[src/rtl/regfile_dump_reader.sv]
// Debug read-out engine: walks register-file addresses 0..NUM_REGS-1 and streams
// each captured value out over valid/ready with its index and a last flag.
module regfile_dump_reader #(
  parameter int unsigned DATA_WIDTH = 64,
  parameter int unsigned ADDR_WIDTH = 5,
  parameter int unsigned NUM_REGS   = 32
) (
  input  logic                  clk,
  input  logic                  reset,
  input  logic                  start,
  output logic [ADDR_WIDTH-1:0] rf_addr,
  input  logic [DATA_WIDTH-1:0] rf_data,
  output logic                  out_valid,
  input  logic                  out_ready,
  output logic [DATA_WIDTH-1:0] out_data,
  output logic [ADDR_WIDTH-1:0] out_index,
  output logic                  out_last,
  output logic                  busy,
  output logic                  done
);

  localparam logic [ADDR_WIDTH-1:0] LastAddr = ADDR_WIDTH'(NUM_REGS - 1);

  typedef enum logic [1:0] {
    StIdle,
    StRead,
    StSend,
    StDone
  } state_e;

  state_e                state_q, state_d;
  logic [ADDR_WIDTH-1:0] cnt_q, cnt_d;
  logic [DATA_WIDTH-1:0] data_q, data_d;
  logic [ADDR_WIDTH-1:0] index_q, index_d;
  logic                  last_q, last_d;

  always_comb begin
    state_d = state_q;
    cnt_d   = cnt_q;
    data_d  = data_q;
    index_d = index_q;
    last_d  = last_q;
    unique case (state_q)
      StIdle: begin
        if (start) begin
          cnt_d   = '0;
          state_d = StRead;
        end
      end
      StRead: begin
        // Snapshot the register as it is in this cycle; later writes do not alter the word.
        data_d  = rf_data;
        index_d = cnt_q;
        last_d  = (cnt_q == LastAddr);
        state_d = StSend;
      end
      StSend: begin
        if (out_ready) begin
          if (last_q) begin
            state_d = StDone;
          end else begin
            cnt_d   = cnt_q + 1'b1;
            state_d = StRead;
          end
        end
      end
      StDone: begin
        state_d = StIdle;
      end
      default: begin
        state_d = StIdle;
      end
    endcase
  end

  always_ff @(posedge clk) begin
    if (reset) begin
      state_q <= StIdle;
      cnt_q   <= '0;
      data_q  <= '0;
      index_q <= '0;
      last_q  <= 1'b0;
    end else begin
      state_q <= state_d;
      cnt_q   <= cnt_d;
      data_q  <= data_d;
      index_q <= index_d;
      last_q  <= last_d;
    end
  end

  assign rf_addr   = cnt_q;
  assign out_data  = data_q;
  assign out_index = index_q;
  assign out_last  = last_q;
  assign out_valid = (state_q == StSend);
  assign busy      = (state_q != StIdle);
  assign done      = (state_q == StDone);

endmodule

[config.mk]
export PLATFORM = sky130hd
export DESIGN_NAME = regfile_dump_reader
export DESIGN_NICKNAME = d
export VERILOG_FILES = /design/src/rtl/regfile_dump_reader.sv
export SDC_FILE = /design/constraint.sdc
export NUM_CORES = 1
export LEC_CHECK = 0
export ABC_CLOCK_PERIOD_IN_PS = 1400
export CAP_MARGIN = 40
export CORE_AREA = 5 5 90 92
export CTS_BUF_LIST = sky130_fd_sc_hd__clkbuf_4
export DETAILED_ROUTE_END_ITERATION = 16
export DIE_AREA = 0 0 95 97
export GPL_ROUTABILITY_DRIVEN = 1
export PLACE_DENSITY = 0.8
export SLEW_MARGIN = 5
export SYNTH_ARGS = -nofsm -noshare
export SYNTH_HDL_FRONTEND = slang
export SYNTH_SLANG_ARGS = --single-unit
[constraint.sdc]
create_clock -name clk -period 1.4 [get_ports clk]
set_input_delay 0.35 -clock clk [delete_from_list [all_inputs] [get_ports clk]]
set_output_delay 0.35 -clock clk [all_outputs]
set_load 0.05 [all_outputs]
==> impl_metrics.json <==
{
  "crit_type": "reg -> out",
  "antenna_found_initial": 0,
  "grt_use_total": 0.190,
  "worstHoldEndpoint": "out_data[63]$_SDFFE_PP0N_",
  "worst-r2r-cell-count": 6,
  "syn_area_um2": 2790,
  "numCtsBuffers": 9,
  "fp.dieH_um": 97,
  "start_kind": "register",
  "tritoncts": "yes",
  "overflow": 0,
  "drv_cap": 0,
  "reg2reg_slack_ps": 0,
  "worst_pin_slew_ps": 377,
  "drtIter0Drc": 82,
  "cts.sinks": 77,
  "wl_um": 9080,
  "synth_cell_type_count": 26,
  "worst_path_max_delay_cell": "dfxtp_4",
  "worstSkewPairLatency_ps": 390,
  "drc_errors": 0,
  "synthesis.nets": 417,
  "yosysWarningCount": 0,
  "fin_crit_ps": 1520,
  "port_buffers": 145,
  "die-area_um2": 9220,
  "fmax_mhz": 658,
  "cp_data_arrival_time_ps": 1170,
  "initial_core_util": 0.390,
  "p_total_mw": 5.09,
  "fin_util": 0.767,
  "grt_pass1_vias": 2863,
  "worst_path_largest_cell_delay_ps": 380,
  "cp_cell_sequence": "or2_4 > buf_12",
  "hold_violations": 0,
  "num_vias": 2941,
  "drive_above_1_share": 0.292,
  "ant_nets": 0,
  "htree_levels": 3,
  "hold_depth": 3,
  "setup_viol": 4,
  "setup_tns_ps": -224,
  "dp_hpwl_um": 6520,
  "die_w_um": 95,
  "worstHoldStart": "reset",
  "crit_fanout": 5,
  "cts.path.max_buffers": 2,
  "floorplan.rows": 31,
  "grt_first_pass_wirelength_um": 14000,
  "viasPerCell": 4.91,
  "worst_r2r_endpoint": "out_data[14]$_SDFFE_PP0N_",
  "multi_input_area_um2": 1200,
  "fin_skew_ps": 5.91,
  "rsz0062_at_grt": "yes",
  "status": "complete, but fails checks",
  "cts_root_buf": "clkbuf_4",
  "ys_ff_latch": 77,
  "syn_inst": 347,
  "powerDensity_nw_per_um2": 931,
  "cellLeakagePower_nw": 2.04,
  "post_drt_wl_per_cell_um": 15.2,
  "drv_slew": 0,
  "fin_area_um2": 5470,
  "pin_count": 146,
  "syn2layout_area_growth_pct": 96.5,
  "num_antenna_cells": 0,
  "fill_cells": 491,
  "finalCritPeriodShare": 1.09,
  "register_area_um2": 1560,
  "core_area_um2": 7140,
  "yosysSeqAreaShare": 0.553,
  "cts.reportedPaths.clkPinSlew_ps": 110,
  "r2r-start": "state_q[0]$_SDFFE_PP0P_",
  "place_area_um2": 5170,
  "required_ps": 1050,
  "violations": "negative setup slack",
  "pre_cts_ws_ps": -287,
  "synth.avg_cell_area_um2": 8.03,
  "hold_class": "in -> reg",
  "grt_max_degree": 78,
  "finalWorstSetupSlack_ps": -120,
  "drtPass1Iterations": 4,
  "place.gp.congestion": 0.841,
  "ir_worst_vdd_mv": 0.602,
  "end_kind": "output port",
  "maxSlewHeadroom": 0.749,
  "final_nets": 566
}
state kept, by name (all words and copies together) (netlist names):
register	flops
state_q	2
out_data	64
out_index	5
out_last	1
rf_addr	5
worst max-delay path: cells and delay by family, from the launching register on:
kind / cells / cell delay (ps)
buf+inv: 1 / 150
flops: 1 / 380
simple gates: 1 / 260
Yosys cell counts:
cell | count | area [um2]
nand2_1 | 142 | 533
dfxtp_1 | 77 | 1540
a21oi_1 | 75 | 375
clkbuf_1 | 15 | 56.3
buf_2 | 10 | 50.1
nand3_1 | 4 | 20.0
ha_1 | 2 | 25.0
nand2b_1 | 2 | 12.5
nand4b_1 | 2 | 17.5
nor2b_1 | 2 | 12.5
a311oi_1 | 1 | 8.76
a311oi_2 | 1 | 15.0
a41oi_2 | 1 | 16.3
and2_1 | 1 | 6.26
and3_1 | 1 | 6.26
and4bb_2 | 1 | 12.5
buf_4 | 1 | 7.51
buf_6 | 1 | 11.3
inv_1 | 1 | 3.75
mux2i_1 | 1 | 10.0
nand4bb_1 | 1 | 11.3
nor3_1 | 1 | 5.00
o21ai_0 | 1 | 5.00
or2_2 | 1 | 6.26
or2b_1 | 1 | 7.51
or3b_2 | 1 | 8.76
through the flow:
stage / hold WS (ps) / std cells
6_report: 448 / 599
5_1_grt: 442 / 599
4_1_cts: 425 / 594
3_5_place_dp: 485 / 574
3_3_place_gp: 478 / 574
2_1_floorplan: 486 / 347
timing repair:
item / 4_1_cts / 5_1_grt
endpoints found under the setup margin: 13 / 15
buffers inserted: 5 / 5
hold buffers: 0 / 0
gates resized for setup: 9 / 21
pin swaps: 0 / 10
kinds of logic (layout without fill, tap and decap cells):
family / Yosys count / count (layout) / synth area share
AO/OA/AOI/OAI: 79 / 79 / 0.151
adder cells (fa/ha/maj): 2 / 2 / 0.00898
buffers and inverters: 28 / 181 / 0.0463
flip-flops: 77 / 77 / 0.553
multiplexers: 1 / 1 / 0.00359
AND/OR/NAND/NOR: 160 / 160 / 0.237
cells in the final DEF (no fill, tap or decap), types with 2 or more instances in the layout:
cell	instances
ha_1	2
clkbuf_4	13
buf_6	2
clkdlybuf4s50_1	66
nand4b_1	2
a21oi_1	60
buf_12	83
nor2b_4	2
nand2_1	141
a21oi_2	15
dfxtp_2	5
buf_4	12
nand3_1	4
dfxtp_4	3
dfxtp_1	69
nand2b_1	2
worst max path at each step:
stage	startpoint	endpoint	slack (ps)	cells after the start
floorplan	rf_addr[1]$_SDFFE_PP0P_	rf_addr[4]$_SDFFE_PP0P_	30	5
global placement	start	rf_addr[3]$_SDFFE_PP0P_	-250	4
detailed placement	start	rf_addr[3]$_SDFFE_PP0P_	-290	4
CTS	state_q[1]$_SDFFE_PP0P_	busy	-140	2
global route	state_q[1]$_SDFFE_PP0P_	busy	-170	2
finish	state_q[1]$_SDFFE_PP0P_	busy	-120	2
layer usage:
layer / part of all wire / GRT usage / up-vias
li1: - / - / 1422
met1: 0.37 / 0.212 / 1381
met2: 0.53 / 0.333 / 118
met3: 0.067 / 0.0473 / 20
met4: 0.029 / 0.0888 / 0
met5: 0 / 0 / -
power breakdown:
part           internal, mW  switching (mW)  total [mW]
logic                 0.701           0.682        1.38
clock network         0.617           0.694        1.31
registers              2.29           0.109        2.40
cell type report:
type / count / share of cell area
repair buffers: 165 / 0.449
flip-flops and latches: 77 / 0.285
multi-input cells: 242 / 0.219
well taps: 99 / 0.0226
clock buffers: 13 / 0.0178
clock inverters: 2 / 0.00640
inverters: 1 / 0.000686
(Power assumes the default switching activity.)
==> variant, RTL diff (config.mk and constraints unchanged) <==
The parameter `ADDR_WIDTH` goes from 5 to 4.
--- a/src/rtl/regfile_dump_reader.sv
+++ b/src/rtl/regfile_dump_reader.sv
@@ -2,7 +2,7 @@
 // each captured value out over valid/ready with its index and a last flag.
 module regfile_dump_reader #(
   parameter int unsigned DATA_WIDTH = 64,
-  parameter int unsigned ADDR_WIDTH = 5,
+  parameter int unsigned ADDR_WIDTH = 4,
   parameter int unsigned NUM_REGS   = 32
 ) (
   input  logic                  clk,
Ports: changed (resized out_index and rf_addr); port bits go from 146 to 144. The function was not compared with the original's and may differ.
==> variant against the unedited design <==
The run still ends with negative setup slack left. Sequential cell count fell by 2. Total power fell by 4.7%. Hold slack got worse by 0.22 ns. Clock power down 15%. First-iteration DRC count up 21%. Final area fell by 2.7%. Sequential share of layout area is 0.16 points higher. Setup slack got worse by 0.036 ns. Routed wire length shrank 3.6%. Synthesized area shrank 1.4%.
==> variant: results (changes against the unedited design) <==
worst_hold_slack_ns: 0.226  # was 0.448 ns
rr_endpoint: "rf_addr[3]"  # was out_data[14]
place_worst_setup_slack_ns: -0.387  # was -0.287 ns
peakVddDrop_v: 0.000495  # was 0.000602 V
tritonroute_pass_1_iters: 5  # was 4
fin_tns_setup_ns: -0.549  # was -0.224 ns
setup_ws_ns: -0.156  # was -0.120 ns
wirelength_um: 8760  # was 9080 µm
final_layout_size_suffix_gt1_share_pct: 31.5  # was 29.2%
grt_pass1_vias: 2658  # was 2863
synth_compound_gate_area_share_pct: 15.8  # was 15.1%
status: "finished, violations left"  # unchanged
power_leakage_nw: 1.95  # was 2.04 nW
placement.cell_area_um2: 5050  # was 5170 µm²
groute.usage.overall_pct: 18.3  # was 19.0%
synthesis.nets: 404  # was 417
port-buffer-count: 143  # was 145
gp_congestion: 0.748  # was 0.841
route.detailed.vias_per_inst: 4.77  # was 4.91
cp_max_fo: 4  # was 5
dpl.cell_count: 560  # was 574
finalNetCount: 549  # was 566
insertion_delay_ns: 0.42  # was 0.39 ns
reg2reg_slack_ns: -0.05  # was 0 ns
critical_path_arrival_ns: 1.21  # was 1.17 ns
post_drt_wl_per_cell_um: 15.0  # was 15.2 µm
failed_checks: "negative setup slack"  # unchanged
worstRegToRegCells: 5  # was 6
grtUsageMet2_pct: 32.0  # was 33.3%
synth_cell_types: 25  # was 26
met3_usage_pct: 7.06  # was 4.73%
report.final.setup_viol: 7  # was 4
min_delay_path_depth: 2  # was 3
synth.top_cells.by_count: "139 x sky130_fd_sc_hd__nand2_1, 75 x sky130_fd_sc_hd__dfxtp_1, 63 x sky130_fd_sc_hd__a21oi_1"  # was 142 x sky130_fd_sc_hd__nand2_1, 77 x sky130_fd_sc_hd__dfxtp_1, 75 x sky130_fd_sc_hd__a21oi_1
synth.mux.area_fraction_pct: 0.364  # was 0.359%
[variant: changes by cell type after synthesis, sizes merged, moves of 2 or more]
cell / before / now
nand2: 142 / 139
clkbuf: 15 / 7
buf: 12 / 18
dfxtp: 77 / 75
a21oi: 75 / 73
[variant: report_power, final]
group | total, mW | leakage [nW] | switching [mW] | internal (mW)
sequential | 2.34 | 0.616 | 0.111 | 2.23
clock | 1.12 | 0.0573 | 0.753 | 0.367
combinational | 1.39 | 1.27 | 0.690 | 0.701
total | 4.86 | 1.95 | 1.55 | 3.30
[variant: layout make-up]
type / count / area, µm²
clock inverter: 6 / 32.5
tap: 99 / 124
timing repair buffer: 159 / 2380
fill: 511 / 1810
multi-input combinational: 234 / 1190
sequential: 75 / 1530
inverter: 1 / 3.75
clock buffer: 10 / 75.1
[variant: worst max-delay path, stage by stage (launching register included)]
cell	delay [ns]
sky130_fd_sc_hd__dfxtp_4	0.38
sky130_fd_sc_hd__or2_4	0.26
sky130_fd_sc_hd__buf_12	0.15
[variant: layer usage]
layer	up-vias	wire, µm	part of all wire, %
li1	1378	-	-
met1	1287	3410	39
met2	107	4510	52
met3	14	694	7.9
met4	0	139	1.6
met5	-	0	0
[variant: repair_timing]
item	CTS	global route
gates resized for setup	12	26
hold endpoints to repair	0	0
pin swaps	0	2
setup endpoints to repair	8	10
setup buffers	6	3
[variant: worst max path at each step]
stage,to,cells past startpoint
2_1_floorplan,rf_addr[2],3
3_5_place_dp,rf_addr[3],4
6_report,busy,2
5_1_grt,busy,2
3_3_place_gp,rf_addr[2],4
4_1_cts,busy,2
